$ cat src/rtl/div_seq_ctrl_if.sv
// Handshake/operand bundle between the ALU issue logic and div_seq_ctrl.
//   master : issue side  -- drives start/dividend/divisor, observes results
//   slave  : divider side -- samples the request, drives busy/done/results
interface div_seq_ctrl_if #(
  parameter int WIDTH = 16
);
  logic             start;
  logic [WIDTH-1:0] dividend;
  logic [WIDTH-1:0] divisor;
  logic             busy;
  logic             done;
  logic [WIDTH-1:0] quotient;
  logic [WIDTH-1:0] remainder;
  logic             div_by_zero;

  modport master (
    output start, dividend, divisor,
    input  busy, done, quotient, remainder, div_by_zero
  );

  modport slave (
    input  start, dividend, divisor,
    output busy, done, quotient, remainder, div_by_zero
  );
endinterface

$ cat src/rtl/div_seq_ctrl.sv
// Sequential unsigned non-restoring divider controller.
// A single shared add/sub stage runs WIDTH iterations plus one remainder
// correction edge. A zero divisor completes on the accept edge.
// Ports:
//   clk   - rising-edge clock
//   rst_n - asynchronous active-low reset
//   bus   - div_seq_ctrl_if.slave: start/dividend/divisor in,
//           busy/done/quotient/remainder/div_by_zero out (all registered)
module div_seq_ctrl #(
  parameter int WIDTH = 16
) (
  input logic          clk,
  input logic          rst_n,
  div_seq_ctrl_if.slave bus
);
  localparam int CW = $clog2(WIDTH) + 1;

  typedef enum logic [1:0] {IDLE, CALC, FIX} state_e;

  state_e           state_q, state_d;
  logic [WIDTH:0]   a_q, a_d;       // signed partial remainder
  logic [WIDTH-1:0] q_q, q_d;       // dividend in / quotient bits out
  logic [WIDTH-1:0] d_q, d_d;       // latched divisor
  logic [CW-1:0]    cnt_q, cnt_d;
  logic [WIDTH-1:0] quo_q, quo_d;
  logic [WIDTH-1:0] rem_q, rem_d;
  logic             busy_q, busy_d;
  logic             done_q, done_d;
  logic             dbz_q, dbz_d;

  // One non-restoring step: shift in the next dividend bit, then subtract
  // when the partial remainder is non-negative, add back when negative.
  logic [WIDTH:0] s, a_step;
  assign s      = {a_q[WIDTH-1:0], q_q[WIDTH-1]};
  assign a_step = a_q[WIDTH] ? (s + {1'b0, d_q}) : (s - {1'b0, d_q});

  always_ff @(posedge clk or negedge rst_n) begin
    if (!rst_n) begin
      state_q <= IDLE;
      a_q     <= '0;
      q_q     <= '0;
      d_q     <= '0;
      cnt_q   <= '0;
      quo_q   <= '0;
      rem_q   <= '0;
      busy_q  <= 1'b0;
      done_q  <= 1'b0;
      dbz_q   <= 1'b0;
    end else begin
      state_q <= state_d;
      a_q     <= a_d;
      q_q     <= q_d;
      d_q     <= d_d;
      cnt_q   <= cnt_d;
      quo_q   <= quo_d;
      rem_q   <= rem_d;
      busy_q  <= busy_d;
      done_q  <= done_d;
      dbz_q   <= dbz_d;
    end
  end

  always_comb begin
    state_d = state_q;
    a_d     = a_q;
    q_d     = q_q;
    d_d     = d_q;
    cnt_d   = cnt_q;
    quo_d   = quo_q;
    rem_d   = rem_q;
    busy_d  = busy_q;
    done_d  = 1'b0;   // done is a single-cycle pulse
    dbz_d   = dbz_q;

    unique case (state_q)
      IDLE: begin
        if (bus.start) begin
          if (bus.divisor == '0) begin
            // Short-circuit: no iteration, result visible next cycle.
            quo_d  = '1;
            rem_d  = bus.dividend;
            dbz_d  = 1'b1;
            done_d = 1'b1;
          end else begin
            a_d     = '0;
            q_d     = bus.dividend;
            d_d     = bus.divisor;
            cnt_d   = CW'(WIDTH);
            busy_d  = 1'b1;
            state_d = CALC;
          end
        end
      end
      CALC: begin
        a_d   = a_step;
        q_d   = {q_q[WIDTH-2:0], ~a_step[WIDTH]};
        cnt_d = cnt_q - CW'(1);
        if (cnt_q == CW'(1)) state_d = FIX;
      end
      FIX: begin
        // A negative final remainder is restored by one add of the divisor.
        rem_d   = a_q[WIDTH] ? (a_q[WIDTH-1:0] + d_q) : a_q[WIDTH-1:0];
        quo_d   = q_q;
        dbz_d   = 1'b0;
        done_d  = 1'b1;
        busy_d  = 1'b0;
        state_d = IDLE;
      end
      default: state_d = IDLE;
    endcase
  end

  assign bus.busy        = busy_q;
  assign bus.done        = done_q;
  assign bus.quotient    = quo_q;
  assign bus.remainder   = rem_q;
  assign bus.div_by_zero = dbz_q;
endmodule
$ cat src/flat_wrapper.sv
// flat-port wrapper written by rule: the top's interface ports become plain ports
module div_seq_ctrl_flat 
#(
  parameter int WIDTH = 16
)
  (clk, rst_n, bus_start, bus_dividend, bus_divisor, bus_busy, bus_done, bus_quotient, bus_remainder, bus_div_by_zero);
  div_seq_ctrl_if #(.WIDTH(WIDTH)) bus_i ();
  input logic clk;
  input logic rst_n;
  input wire logic [$bits(bus_i.start)-1:0] bus_start;
  input wire logic [$bits(bus_i.dividend)-1:0] bus_dividend;
  input wire logic [$bits(bus_i.divisor)-1:0] bus_divisor;
  output wire logic [$bits(bus_i.busy)-1:0] bus_busy;
  output wire logic [$bits(bus_i.done)-1:0] bus_done;
  output wire logic [$bits(bus_i.quotient)-1:0] bus_quotient;
  output wire logic [$bits(bus_i.remainder)-1:0] bus_remainder;
  output wire logic [$bits(bus_i.div_by_zero)-1:0] bus_div_by_zero;
  assign bus_i.start = bus_start;
  assign bus_i.dividend = bus_dividend;
  assign bus_i.divisor = bus_divisor;
  assign bus_busy = bus_i.busy;
  assign bus_done = bus_i.done;
  assign bus_quotient = bus_i.quotient;
  assign bus_remainder = bus_i.remainder;
  assign bus_div_by_zero = bus_i.div_by_zero;
  div_seq_ctrl #(.WIDTH(WIDTH)) u_core (.clk(clk), .rst_n(rst_n), .bus(bus_i));
endmodule
$ cat config.mk
export PLATFORM = sky130hd
export DESIGN_NAME = div_seq_ctrl_flat
export DESIGN_NICKNAME = d
export VERILOG_FILES = /design/src/rtl/div_seq_ctrl_if.sv /design/src/rtl/div_seq_ctrl.sv /design/src/flat_wrapper.sv
export SDC_FILE = /design/constraint.sdc
export NUM_CORES = 1
export LEC_CHECK = 0
export CAP_MARGIN = 20
export CELL_PAD_IN_SITES_DETAIL_PLACEMENT = 0
export CELL_PAD_IN_SITES_GLOBAL_PLACEMENT = 1
export CORE_UTILIZATION = 39
export CTS_CLUSTER_SIZE = 40
export DETAILED_ROUTE_END_ITERATION = 6
export GPL_TIMING_DRIVEN = 0
export PLACE_DENSITY = 0.79
export SETUP_SLACK_MARGIN = 0.2
export SKIP_LAST_GASP = 1
export SLEW_MARGIN = 20
export SYNTH_ARGS = -nofsm -noshare
export SYNTH_HDL_FRONTEND = slang
export SYNTH_SLANG_ARGS = --single-unit
$ cat constraint.sdc
create_clock -name clk -period 2.9 [get_ports clk]
set_input_delay 0.58 -clock clk [delete_from_list [all_inputs] [get_ports clk]]
set_output_delay 0.58 -clock clk [all_outputs]
set_load 0.01 [all_outputs]
==> out/qor.yml, run 1 <==
outcome:
  outcome: "complete, but fails checks"
  violations: "setup timing"
critical_path:
  r2r-start: "u_core.d_q[1]"
  startpoint: "u_core.d_q[1]"
  required_ps: 3130
  reg2reg_to: "u_core.a_q[15]"
  crit_type: "reg -> reg"
  ff2ff_path_depth: 13
  cp-end-kind: "flop"
  crit_fanout: 5
  arrival_ps: 3460
  cp-start-kind: "flop"
  ff2ff_setup_slack_ps: -330
global_routing:
  grt_pass1_wl_um: 28800
  grt_use_total: 0.236
  antenna_found_initial: 0
  grt_max_degree: 53
  grt_pass1_vias: 5366
  grt_overflow: 0
timing:
  max_freq_mhz: 310
  slew_viol_final: 0
  grt_setup_unrepaired: "yes"
  setup_slack_ps: -329
  timing.hold.ws_ps: 131
  finalCritPeriodShare: 1.11
  setup_violations: 8
  fin_crit_ps: 3230
  tightest_slew_ps: 618
  final_hold_viol_count: 0
  max_slew_margin: 0.588
  finClkSkew_ps: 6.48
drt:
  wl_per_cell_um: 19.0
  ant_nets: 0
  drtIter0Drc: 470
  viasPerCell: 5.61
  wirelength_um: 18100
  first_pass_iters: 5
  met1_length_um: 8230
  route.met3.wl_um: 750
  vias: 5362
  top_layer_used: "met4"
  drc: 0
  wl_met2_um: 8740
layout:
  fillers: 1284
  antenna_cells: 0
  final_layout_size_suffix_gt1_frac: 0.176
  register_area_um2: 2280
  final_area_um2: 7680
  final_nets: 837
  multi_input_area_um2: 3650
  area_growth_pct: 31.4
flow_run:
  drv_cap: 0
yosys:
  syn-instance-count: 657
  syn_nets: 728
  synth_area_leaders: "dfrtp_1 (39%), ha_1 (7.3%), nand2_1 (5.3%)"
  synth_top_area_frac: 0.390
  async_flop_share: 1.00
  ys_warn_count: 0
  avgSynthCellArea_um2: 8.90
  seq_area_frac_synth: 0.390
  synth_edf_count: 0
  synth-seq-cells: 91
  yosysTopAreaCell: "dfrtp_1"
  synth_area_um2: 5840
  ys_types: 67
  synth_ff_type: "dfrtp_1"
cts:
  path_clk_slew_ps: 70
  cts_buffers: 9
  cts_tree: "done"
  cts_sinks: 91
  cts_buffer_depth: 2
  cts-root-buf: "clkbuf_16"
  ctsHoldBuffers: 0
  clock_latency_ps: 350
  cts-htree-levels: 3
placed_design:
  dpl_worst_slack_ps: -741
  place_area_um2: 6870
  gp_congestion: 0.857
  dp_hpwl_um: 13400
  port-buffer-count: 69
floorplanning:
  die_x_um: 124
  io_pins: 70
  rows: 44
  die_area_um2: 15500
  die-height_um: 124
  core_um2: 14600
  start_util: 0.401
min_path:
  hold_class: "in -> async"
## state kept, by name (all words and copies together) (netlist names)
name	flops
u_core.bus.quotient	16
u_core.d_q	16
u_core.bus.remainder	16
u_core.q_q	16
u_core.cnt_q	5
u_core.a_q	17
u_core.bus.div_by_zero	1
u_core.bus.done	1
u_core.state_q	2
u_core.bus.busy	1
## repair_timing
action,in CTS,in global routing
setup endpoints to repair,84,58
pin swaps,12,32
setup buffers,15,13
gates resized for setup,23,49
## stage by stage
stage / utilization / setup TNS (ps) / cells
after CTS: 0.505 / -1550 / 942
after global routing: 0.527 / -2990 / 955
final: 0.527 / -1680 / 955
after floorplan: - / -337 / 657
after global placement: 0.469 / -214070 / 910
after detailed placement: 0.471 / -28500 / 911
## worst max path at each step
stage / end / slack, ps / cells after the start
6_report: u_core.a_q[15] / -330 / 13
5_1_grt: u_core.a_q[15] / -450 / 14
4_1_cts: u_core.a_q[15] / -320 / 15
3_5_place_dp: u_core.q_q[0] / -740 / 11
3_3_place_gp: u_core.a_q[12] / -2110 / 1
2_1_floorplan: u_core.a_q[15] / -200 / 14
## cells in the mapped netlist, types with 6 or more instances
master,number
inv_1,24
ha_1,34
nor2b_1,12
o21bai_1,6
a22oi_1,14
a21oi_1,51
nand2b_1,7
o21a_1,12
nand2_1,82
xor2_1,17
dfrtp_1,91
mux2_4,7
a211oi_1,7
a21o_1,11
nor4_1,7
buf_2,7
and3_1,8
o21ai_0,48
nor3_1,17
clkbuf_1,24
a31oi_1,14
xnor2_1,20
nor2_1,61
## critical path, stage by stage, from the launching register on
cell and delay (ps):
dfrtp_1 420, or4_4 580, nor4_4 250, buf_6 170, a21oi_2 60, xnor2_1 130, ha_1 330, buf_6 130
and3_4 170, and2_4 150, a221oi_2 230, o31ai_1 120, xor2_1 170, a22o_1 200
## kinds of logic after synthesis
group           count (synthesis)  synth area share
simple gates                  218             0.175
flops                          91             0.390
fa+ha+maj                      36            0.0796
buf+inv                        58            0.0413
compound gates                201             0.224
xor+xnor                       38            0.0582
mux                            15            0.0328
## per-layer routing
metal / track usage / up-vias
li1: - / 2567
met1: 0.321 / 2606
met2: 0.383 / 162
met3: 0.0369 / 27
met4: 0.0758 / 0
met5: 0 / -
## area by class of cell
class                      instances  area share
multi-input combinational        508       0.475
sequential                        91       0.297
timing repair buffer              98       0.122
clock buffer                      10      0.0311
tap                              184      0.0300
buffer                            34      0.0252
inverter                          24      0.0117
clock inverter                     6     0.00831
## cell usage in the layout, fill, tap and decap left out, types with 9 or more instances in the layout
cell / n
dfrtp_1: 90
nand2_1: 81
clkdlybuf4s50_1: 68
nor2_1: 59
o21ai_0: 41
a21oi_1: 39
ha_1: 30
buf_4: 26
inv_1: 21
clkbuf_1: 18
xnor2_1: 18
nor3_1: 17
xor2_1: 16
a31oi_1: 14
a22oi_1: 14
o21a_1: 11
a21o_1: 11
nor2b_1: 10
clkbuf_16: 9
Power of run 1 is not shown: default switching activity piles up to over one toggle a cycle in this logic, so the estimate is an artifact.
==> run 2: changes to the inputs <==
GPL_TIMING_DRIVEN = default   (was 0)
==> out/qor.yml, run 2 (same netlist as run 1, synthesis figures left out) <==
drt:
  vias: 5415  # was 5362
  wirelength_um: 17300  # was 18100 µm
  viasPerCell: 5.49  # was 5.61
  wl_per_cell_um: 17.5  # was 19.0 µm
  drc: 0  # unchanged
  ant_nets: 0  # unchanged
  drtIter0Drc: 392  # was 470
  first_pass_iters: 4  # was 5
critical_path:
  cp-start-kind: "flop"  # unchanged
  path_cells: "inv_2 -> ha_4 -> or3b_4 -> nor4_4 -> buf_4 -> a21oi_1 -> xor2_1 -> ha_1 -> and3_4 -> and2_4 -> a221oi_2 -> o31ai_1 -> xor2_1 -> a22o_1"  # was or4_4 -> nor4_4 -> buf_6 -> a21oi_2 -> xnor2_1 -> ha_1 -> buf_6 -> and3_4 -> and2_4 -> a221oi_2 -> o31ai_1 -> xor2_1 -> a22o_1
  required_ps: 3140  # was 3130 ps
  crit_fanout: 5  # unchanged
  cpLargestDelayFamily: "simple AND/OR/NAND/NOR gates"  # unchanged
  crit_type: "reg -> reg"  # unchanged
  cp_num_buf_inv: 2  # unchanged
  crit_path_frequent_cell: "xor2_1"  # was buf_6
  ff2ff_setup_slack_ps: -160  # was -330 ps
  slowest_stage: "dfrtp_1"  # was or4_4
  arrival_ps: 3290  # was 3460 ps
  cp-end-kind: "flop"  # unchanged
  critical-path-max-stage-delay_ps: 410  # was 580 ps
cts:
  cts-root-buf: "clkbuf_16"  # unchanged
  cts_buffer_depth: 2  # unchanged
  clock_latency_ps: 350  # about the same
  cts_tree: "done"  # unchanged
  path_clk_slew_ps: 80  # was 70 ps
  cts-htree-levels: 3  # unchanged
  cts_sinks: 91  # unchanged
  cts_buffers: 9  # unchanged
outcome:
  outcome: "complete, but fails checks"  # unchanged
  violations: "setup timing"  # unchanged
global_routing:
  grt_pass1_wl_um: 28000  # was 28800 µm
  grt_use_total: 0.227  # was 0.236
  grt_overflow: 0  # unchanged
  grt_pass1_vias: 5411  # was 5366
  antenna_found_initial: 0  # unchanged
  grt_max_degree: 55  # was 53
layout:
  final_common_cell: "dfrtp_1"  # unchanged
  antenna_cells: 0  # unchanged
  final_nets: 869  # was 837
  layout_common_cells: "dfrtp_1 (91), buf_4 (84), nand2_1 (81)"  # was dfrtp_1 (90), nand2_1 (81), clkdlybuf4s50_1 (68)
  regMostFlops: "u_core.a_q"  # unchanged
  area_growth_pct: 36.7  # was 31.4%
  fillers: 1291  # was 1284
  largest_register_ff_count: 17  # unchanged
  final_layout_size_suffix_gt1_frac: 0.230  # was 0.176
flow_run:
  drv_cap: 0  # unchanged
timing:
  setup_slack_ps: -155  # was -329 ps
  tightest_slew_ps: 694  # was 618 ps
  final_hold_viol_count: 0  # unchanged
  grt_setup_unrepaired: "yes"  # unchanged
  finalCritPeriodShare: 1.05  # was 1.11
  setup_violations: 8  # unchanged
  max_slew_margin: 0.536  # was 0.588
  max_freq_mhz: 327  # was 310 MHz
  fin_crit_ps: 3060  # was 3230 ps
  slew_viol_final: 0  # unchanged
  finClkSkew_ps: 11.4  # was 6.48 ps
floorplanning:
  core_um2: 14600  # unchanged
  rows: 44  # unchanged
  io_pins: 70  # unchanged
  die_area_um2: 15500  # unchanged
  die_x_um: 124  # unchanged
  die-height_um: 124  # unchanged
  start_util: 0.401  # unchanged
min_path:
  hold_class: "in -> async"  # unchanged
placed_design:
  gp_congestion: 0.894  # was 0.857
  dpl_worst_slack_ps: -315  # was -741 ps
  port-buffer-count: 69  # unchanged
  dp_hpwl_um: 12900  # was 13400 µm
-- run 2: stage by stage --
| step | setup TNS [ps] | std cells | hold slack (ps) | cell area (µm²) | utilization |
|---|---|---|---|---|---|
| after floorplan | -337 | 657 | 284 | 5920 | - |
| after global placement | -3470 | 955 | 483 | 7290 | 0.499 |
| after detailed placement | -1830 | 955 | 497 | 7290 | 0.500 |
| after CTS | -494 | 981 | 188 | 7850 | 0.538 |
| after global routing | -2050 | 987 | 209 | 7990 | 0.548 |
| final | -446 | 987 | 181 | 7990 | 0.548 |
-- run 2: what timing repair did --
action | in CTS | in global routing
setup buffers | 10 | 6
hold buffers | 0 | 0
endpoints found under the setup margin | 11 | 18
gates resized for setup | 39 | 21
hold endpoints to repair | 0 | 0
pin swaps | 23 | 16
-- run 2: cell type report --
cell class,count,area (µm²),share of cell area
inverters,24,90.1,0.0113
multi-input cells,508,3610,0.452
flip-flops and latches,91,2280,0.285
well taps,184,230,0.0288
clock inverters,7,93.8,0.0117
clock buffers,9,225,0.0282
repair buffers,164,1460,0.183
-- run 2: path summary, 6_finish.rpt --
path                                           to  depth (start not counted)           from
setup / recovery                   u_core.a_q[15]                         14  u_core.d_q[0]
hold / removal             u_core.bus.div_by_zero                          1          rst_n
setup reg to reg                   u_core.a_q[15]                         14  u_core.d_q[0]
hold reg to reg                     u_core.q_q[6]                          2  u_core.q_q[6]
max in group asynchronous           u_core.d_q[9]                          2          rst_n
min in group clk                    u_core.q_q[6]                          2  u_core.q_q[6]
-- run 2: metal layers --
| layer | track usage | wire (µm) | vias to the layer above |
|---|---|---|---|
| met2 | 0.374 | 8300 | 132 |
| li1 | - | - | 2637 |
| met4 | 0.0787 | 327 | 0 |
| met3 | 0.0331 | 638 | 24 |
| met1 | 0.304 | 8010 | 2622 |
| met5 | 0 | 0 | - |
Power of run 2 is left out for the same reason.
==> run 3: changes to the inputs <==
GPL_TIMING_DRIVEN = 1   (was default)
RECOVER_POWER = 100   (was default)
SKIP_CTS_REPAIR_TIMING = 1   (was default)
==> out/qor.yml, run 3 (same netlist as run 1, synthesis figures left out) <==
cts:
  cts_sinks: 91  # unchanged
  path_clk_slew_ps: 70  # was 80 ps
  cts_buffer_depth: 2  # unchanged
  cts-root-buf: "clkbuf_16"  # unchanged
  clock_latency_ps: 350  # about the same
  cts-htree-levels: 3  # unchanged
  cts_tree: "done"  # unchanged
  cts_buffers: 9  # unchanged
outcome:
  violations: "capacitance limit, slew limit, setup timing"  # was setup timing
  outcome: "complete, but fails checks"  # unchanged
layout:
  regMostFlops: "u_core.a_q"  # unchanged
  area_growth_pct: 34.4  # was 36.7%
  layout_common_cells: "dfrtp_1 (91), buf_4 (82), nand2_1 (79)"  # was dfrtp_1 (91), buf_4 (84), nand2_1 (81)
  final_common_cell: "dfrtp_1"  # unchanged
  largest_register_ff_count: 17  # unchanged
  fillers: 1320  # was 1291
  utilization: 0.538  # was 0.548
  final_layout_size_suffix_gt1_frac: 0.217  # was 0.230
  final_nets: 865  # was 869
  antenna_cells: 0  # unchanged
timing:
  final_hold_viol_count: 0  # unchanged
  finClkSkew_ps: 12.1  # was 11.4 ps
  fin_crit_ps: 3100  # was 3060 ps
  tightest_slew_ps: 1980  # was 694 ps
  setup_slack_ps: -202  # was -155 ps
  slew_viol_final: 39  # was 0
  finalCritPeriodShare: 1.07  # was 1.05
  setup_violations: 11  # was 8
  max_freq_mhz: 322  # was 327 MHz
  max_slew_margin: -0.319  # was 0.536
  grt_setup_unrepaired: "yes"  # unchanged
critical_path:
  cp-start-kind: "flop"  # unchanged
  required_ps: 3140  # about the same
  crit_type: "reg -> reg"  # unchanged
  crit_fanout: 3  # was 5
  cp-end-kind: "flop"  # unchanged
  arrival_ps: 3340  # was 3290 ps
floorplanning:
  io_pins: 70  # unchanged
  die-height_um: 124  # unchanged
  die_x_um: 124  # unchanged
  die_area_um2: 15500  # unchanged
  rows: 44  # unchanged
  start_util: 0.401  # unchanged
  core_um2: 14600  # unchanged
global_routing:
  grt_overflow: 0  # unchanged
  use_met1: 0.304  # about the same
  grt_pass1_vias: 5321  # was 5411
  grt_use_total: 0.224  # was 0.227
  grt_max_degree: 55  # unchanged
  antenna_found_initial: 0  # unchanged
  use_met2: 0.364  # was 0.374
  grt_pass1_wl_um: 27600  # was 28000 µm
  grt_util_met3: 0.0322  # was 0.0331
  grt_busiest_layer: "met2"  # unchanged
placed_design:
  port-buffer-count: 69  # unchanged
  dp_hpwl_um: 12900  # unchanged
  gp_congestion: 0.894  # unchanged
drt:
  wirelength_um: 17300  # about the same
  vias: 5371  # was 5415
  drtIter0Drc: 375  # was 392
  ant_nets: 0  # unchanged
  drc: 0  # unchanged
  wl_per_cell_um: 17.6  # was 17.5 µm
  first_pass_iters: 5  # was 4
  viasPerCell: 5.46  # was 5.49
flow_run:
  drv_cap: 1  # was 0
min_path:
  hold_class: "reg -> reg"  # was in -> async
run 3: cell count changes in the layout (fill, tap and decap cells not counted), moves of 3 or more:
cell and change:
clkdlybuf4s50_1 -36, buf_6 -6, dlygate4sd3_1 +36, clkbuf_2 +3
run 3: worst paths after layout:
kind	startpoint	end	slack [ps]	depth (start not counted)
setup / recovery	u_core.d_q[1]	u_core.a_q[15]	-200	14
hold / removal	u_core.q_q[6]	u_core.q_q[6]	510	2
setup reg to reg	u_core.d_q[1]	u_core.a_q[15]	-200	14
hold reg to reg	u_core.q_q[6]	u_core.q_q[6]	510	2
max in group asynchronous	rst_n	u_core.a_q[11]	330	2
min in group asynchronous	rst_n	u_core.bus.div_by_zero	770	1
run 3: layer usage:
metal  vias to the layer above  part of all wire
li1                       2626                 -
met1                      2588              0.47
met2                       135              0.48
met3                        22             0.033
met4                         0             0.018
met5                         -                 0
run 3: through the flow:
stage	setup slack, ps	std cells	TNS (ps)	area [µm²]	hold WS (ps)
3_5_place_dp	-315	955	-1830	7290	497
3_3_place_gp	-254	955	-3470	7290	483
5_1_grt	-304	983	-13950	7860	538
2_1_floorplan	-204	657	-337	5920	284
4_1_cts	-337	971	-1860	7610	188
6_report	-202	983	-1040	7860	509
run 3: critical path, cell delays in order, from the launching register on:
cell and delay, ps:
dfrtp_1 410, inv_2 90, ha_4 130, or3b_4 390
nor4_4 210, buf_4 190, a21oi_2 60, xor2_1 160
ha_1 330, a21o_1 170, a21o_1 160, a221oi_2 230
o31ai_1 120, xor2_1 150, a22o_1 190
run 3: cell type report:
cell class              instances  area (µm²)  area share
multi-input cells             508        3560       0.454
clock inverters                 7        93.8      0.0119
flip-flops and latches         91        2280       0.290
clock buffers                   9         225      0.0287
well taps                     184         230      0.0293
repair buffers                160        1380       0.175
inverters                      24        90.1      0.0115
Power of run 3 is left out for the same reason.
